===== src/rtl/temp_sched_pkg.sv =====
// temp_sched_pkg: shared widths and scan FSM states for the temperature scan scheduler
package temp_sched_pkg;
  localparam int TEMP_W = 8;
  localparam int COEF_W = 4;
  localparam int SENS_W = 4;
  typedef enum logic [2:0] {S_IDLE, S_WAIT, S_LOAD, S_CAPTURE, S_OUTPUT} state_t;
endpackage


===== src/rtl/temp_scan_scheduler_tick.sv =====
// sample_tick_gen: period counter that pulses tick on its last count and holds at zero while disabled
module sample_tick_gen #(
  parameter int SAMPLE_PERIOD = 16
) (
  input  logic clk,
  input  logic reset,
  input  logic enable,
  output logic tick
);
  localparam int W = $clog2(SAMPLE_PERIOD);
  localparam logic [W-1:0] LAST = W'(SAMPLE_PERIOD - 1);
  logic [W-1:0] cnt;
  always_ff @(posedge clk)
    cnt <= (reset || !enable || cnt == LAST) ? '0 : cnt + W'(1);
  assign tick = enable && cnt == LAST;
endmodule


===== src/rtl/temp_scan_scheduler.sv =====
// temp_scan_scheduler: time-shares one temperature calculator across channels and streams tagged results
module temp_scan_scheduler
  import temp_sched_pkg::*;
#(
  parameter int NUM_CH = 4,
  parameter int SAMPLE_PERIOD = 16,
  parameter int CH_W = $clog2(NUM_CH)
) (
  input  logic                       clk,
  input  logic                       reset,
  input  logic                       enable,
  input  logic [TEMP_W*NUM_CH-1:0]   base_temps,
  input  logic [COEF_W*NUM_CH-1:0]   coefs,
  input  logic [SENS_W*NUM_CH-1:0]   sensor_values,
  output logic [TEMP_W-1:0]          calc_base,
  output logic [COEF_W-1:0]          calc_coef,
  output logic [SENS_W-1:0]          calc_sensor,
  input  logic [TEMP_W-1:0]          calc_temp,
  output logic [TEMP_W-1:0]          temp_out,
  output logic [CH_W-1:0]            temp_ch,
  output logic                       temp_valid,
  input  logic                       temp_ready,
  output logic                       scan_busy,
  output logic [7:0]                 overrun_cnt
);
  localparam logic [CH_W-1:0] LAST_CH = CH_W'(NUM_CH - 1);
  state_t state, state_nx;
  logic [CH_W-1:0] ch;
  logic tick, xfer, last;
  logic [TEMP_W-1:0] base_arr [NUM_CH];
  logic [COEF_W-1:0] coef_arr [NUM_CH];
  logic [SENS_W-1:0] sens_arr [NUM_CH];
  for (genvar g = 0; g < NUM_CH; g++) begin : g_slice
    assign base_arr[g] = base_temps[g*TEMP_W +: TEMP_W];
    assign coef_arr[g] = coefs[g*COEF_W +: COEF_W];
    assign sens_arr[g] = sensor_values[g*SENS_W +: SENS_W];
  end
  sample_tick_gen #(.SAMPLE_PERIOD(SAMPLE_PERIOD)) u_tick (
    .clk(clk),
    .reset(reset),
    .enable(enable),
    .tick(tick)
  );
  assign temp_valid = state == S_OUTPUT;
  assign scan_busy = state inside {S_LOAD, S_CAPTURE, S_OUTPUT};
  assign xfer = temp_valid && temp_ready;
  assign last = ch == LAST_CH;
  always_ff @(posedge clk)
    state <= reset ? S_IDLE : state_nx;
  always_comb begin
    state_nx = state;
    case (state)
      S_IDLE:    state_nx = enable ? S_WAIT : S_IDLE;
      S_WAIT:    state_nx = !enable ? S_IDLE : tick ? S_LOAD : S_WAIT;
      S_LOAD:    state_nx = S_CAPTURE;
      S_CAPTURE: state_nx = S_OUTPUT;
      S_OUTPUT:  state_nx = !xfer ? S_OUTPUT : !last ? S_LOAD : enable ? S_WAIT : S_IDLE;
      default:   state_nx = S_IDLE;
    endcase
  end
  always_ff @(posedge clk)
    if (reset) begin
      ch <= '0;
      calc_base <= '0;
      calc_coef <= '0;
      calc_sensor <= '0;
      temp_out <= '0;
      temp_ch <= '0;
      overrun_cnt <= '0;
    end else begin
      if (state == S_LOAD) begin
        calc_base <= base_arr[ch];
        calc_coef <= coef_arr[ch];
        calc_sensor <= sens_arr[ch];
      end
      if (state == S_CAPTURE) begin
        temp_out <= calc_temp;
        temp_ch <= ch;
      end
      if (xfer)
        ch <= last ? '0 : ch + CH_W'(1);
      if (tick && state != S_WAIT && overrun_cnt != 8'hff)
        overrun_cnt <= overrun_cnt + 8'd1;
    end
endmodule

===== config.mk =====
export PLATFORM = sky130hd
export DESIGN_NAME = temp_scan_scheduler
export DESIGN_NICKNAME = d
export VERILOG_FILES = /design/src/rtl/temp_sched_pkg.sv /design/src/rtl/temp_scan_scheduler_tick.sv /design/src/rtl/temp_scan_scheduler.sv
export SDC_FILE = /design/constraint.sdc
export NUM_CORES = 1
export LEC_CHECK = 0
export ABC_AREA = 1
export ABC_CLOCK_PERIOD_IN_PS = 3600
export CELL_PAD_IN_SITES_DETAIL_PLACEMENT = 1
export CELL_PAD_IN_SITES_GLOBAL_PLACEMENT = 2
export CORE_MARGIN = 3
export CORE_UTILIZATION = 22
export DETAILED_ROUTE_END_ITERATION = 12
export PLACE_DENSITY = 0.85
export RECOVER_POWER = 100
export SYNTH_ARGS = -nofsm -noshare
export SYNTH_HDL_FRONTEND = slang
export SYNTH_SLANG_ARGS = --single-unit

===== constraint.sdc =====
create_clock -name clk -period 3.6 [get_ports clk]
set_input_delay 1.08 -clock clk [delete_from_list [all_inputs] [get_ports clk]]
set_output_delay 1.08 -clock clk [all_outputs]
set_load 0.01 [all_outputs]

==> impl_metrics.py <==
metrics = {
    "status": {
        "status": "finished, final reports clean",
    },
    "setup_path": {
        "cp_max_fo": 4,
        "cp.required_ns": 2.52,
        "startpoint_type": "register",
        "crit_type": "reg -> out",
        "worst_setup_path_end_kind": "output pin",
        "worstPathArrival_ns": 1.85,
    },
    "synth": {
        "synth_area_leaders": "dfxtp_1, nor2_1, o21ai_0, o21ai_1, inv_1",
        "synth_warnings": 0,
        "synth.distinct_cells": 24,
        "async_flop_share": 0,
        "netlist.top_cell.by_area": "dfxtp_1",
        "ys_ff_latch": 43,
        "netlist.area_leader.share": 0.372,
        "synth_nets": 439,
        "ys_seq_area_frac": 0.372,
        "synthCells": 360,
        "syn_area_um2": 2320,
        "avgSynthCellArea_um2": 6.43,
        "synth_common_cells": "nor2_1, inv_1, dfxtp_1, o21ai_0, o21ai_1",
        "synth_most_common_cell": "nor2_1",
        "synth_edf_count": 0,
        "ys.flop_type": "dfxtp_1",
    },
    "clocking": {
        "htree_levels": 2,
        "clock_latency_ns": 0.29,
        "cts_sinks": 43,
        "cts_made_buffers": 5,
        "cts_buffer_depth": 2,
        "postCtsSetupBuffers": 0,
        "cts_tree": "done",
        "ctsHoldBuffers": 0,
        "cts_resized": 0,
        "cts-root-buf": "clkbuf_8",
        "clkTransAtPathRegs_ns": 0.09,
    },
    "placement": {
        "dp_hpwl_um": 6140,
        "portBuffers": 111,
        "dpl_worst_slack_ns": 1.02,
        "routabilityCongestion": 0.780,
    },
    "global_route": {
        "grt_pass1_wl_um": 12600,
        "grt_overflow": 0,
        "antenna_found_initial": 0,
        "grt_pass1_vias": 2529,
        "track_usage": 0.133,
        "grt_max_degree": 36,
    },
    "layout": {
        "area_growth_pct": 56.7,
        "diodes": 0,
        "drive_above_1_share": 0.0430,
        "nets": 544,
    },
    "sta": {
        "setup-violations-final": 0,
        "hold_slack_ns": 0.453,
        "clock_skew_ns": 0.00467,
        "fmax_mhz": 342,
        "finalCritPeriodShare": 0.813,
        "rsz0062_at_grt": "no",
        "worst_pin_slew_ns": 0.589,
        "fin_crit_ns": 2.93,
        "final_max_slew_viol_count": 0,
        "setup_slack_ns": 0.675,
        "worst_slew_margin_rel": 0.607,
        "hold_violations": 0,
        "tns_ns": 0,
    },
    "drt": {
        "drcViolationCount": 0,
        "via_count": 2619,
        "ant_nets": 0,
        "viasPerCell": 4.38,
        "wl_per_cell_um": 13.4,
        "routed_wl_um": 7990,
        "drt_iter0_markers": 74,
        "dr.pass1.iters": 4,
    },
    "floorplan": {
        "dieWidth_um": 109,
        "rows": 36,
        "initial_core_util": 0.232,
        "dieArea_um2": 11800,
        "core-area_um2": 10000,
        "design.portCount": 112,
        "die_h_um": 109,
    },
    "power": {
        "p_per_area_nw_per_um2": 267,
        "leakage_nw": 1.57,
        "ir_drop_mv": 0.230,
        "design_power_total_mw": 0.971,
    },
    "hold_path": {
        "hp-class": "reg -> reg",
    },
    "run": {
        "maxCapViolCount": 0,
    },
}
## stage by stage
stage	std cells	cell area, um2	util
detailed placement	591	3540	0.354
CTS	598	3650	0.365
global placement	591	3540	0.354
floorplan	360	2320	-
global route	598	3630	0.363
finish	598	3630	0.363
## cell families (layout without fill, tap and decap cells)
logic type      after synthesis  count (layout)  share of synthesized area
buf+inv                      67             172                      0.117
fa+ha+maj                     3               3                     0.0162
xor+xnor                      5               5                     0.0189
simple gates                132             132                      0.238
compound gates              110             110                      0.239
flops                        43              43                      0.372
## where the power goes
part / internal, mW / total (mW) / leakage [nW] / switching [mW]
Clock: 0.203 / 0.374 / 0.0502 / 0.171
Combinational: 0.0820 / 0.117 / 1.17 / 0.0354
Sequential: 0.477 / 0.479 / 0.347 / 0.00170
Total: 0.762 / 0.971 / 1.57 / 0.209
## worst paths after layout
path	startpoint	end	slack [ns]	depth (start not counted)
max reg2reg	u_tick.cnt[0]	overrun_cnt[4]	1.89	7
min reg2reg	u_tick.cnt[0]	u_tick.cnt[0]	0.45	1
min	u_tick.cnt[0]	u_tick.cnt[0]	0.45	1
max	state[1]	scan_busy	0.67	6
## metal layers
layer  vias to the layer above  track usage  part of all wire
met5                         -            0                 0
met4                         0       0.0514             0.024
met3                        13       0.0161             0.026
met2                        49        0.223              0.50
met1                      1201        0.174              0.45
li1                       1356            -                 -
## state kept, by name, indices dropped and copies added, names as in the netlist
signal       cells
calc_base        8
calc_coef        4
calc_sensor      4
ch               2
overrun_cnt      8
state            3
temp_ch          2
temp_out         8
u_tick.cnt       4
## final cells by class
type | instances | area [um2]
clock inverter | 2 | 37.5
tap | 133 | 166
fill | 1291 | 6370
inverter | 50 | 188
clock buffer | 5 | 68.8
sequential | 43 | 861
timing repair buffer | 115 | 1140
multi-input combinational | 250 | 1170
## worst max-delay path, stage by stage, from the launching register on
cell and delay [ns]:
dfxtp_1 0.35, inv_2 0.08, nand2_1 0.07, nor2_1 0.26
inv_1 0.09, o21ai_0 0.08, dlygate4sd3_1 0.63
## layout by cell type, fill, tap and decap left out, types with 2 or more instances in the layout
master and n:
xor2_1 3, nor3_1 2, dfxtp_1 43, dlygate4sd3_1 37, inv_2 5, clkdlybuf4s50_1 74
o21ai_1 25, nand3_2 3, clkbuf_8 5, nand2_1 33, nand3_1 8, ha_1 3
a21oi_1 28, buf_4 4, o21ai_0 56, xnor2_1 2, nor2_1 84, inv_1 45
(Power assumes the default switching activity.)
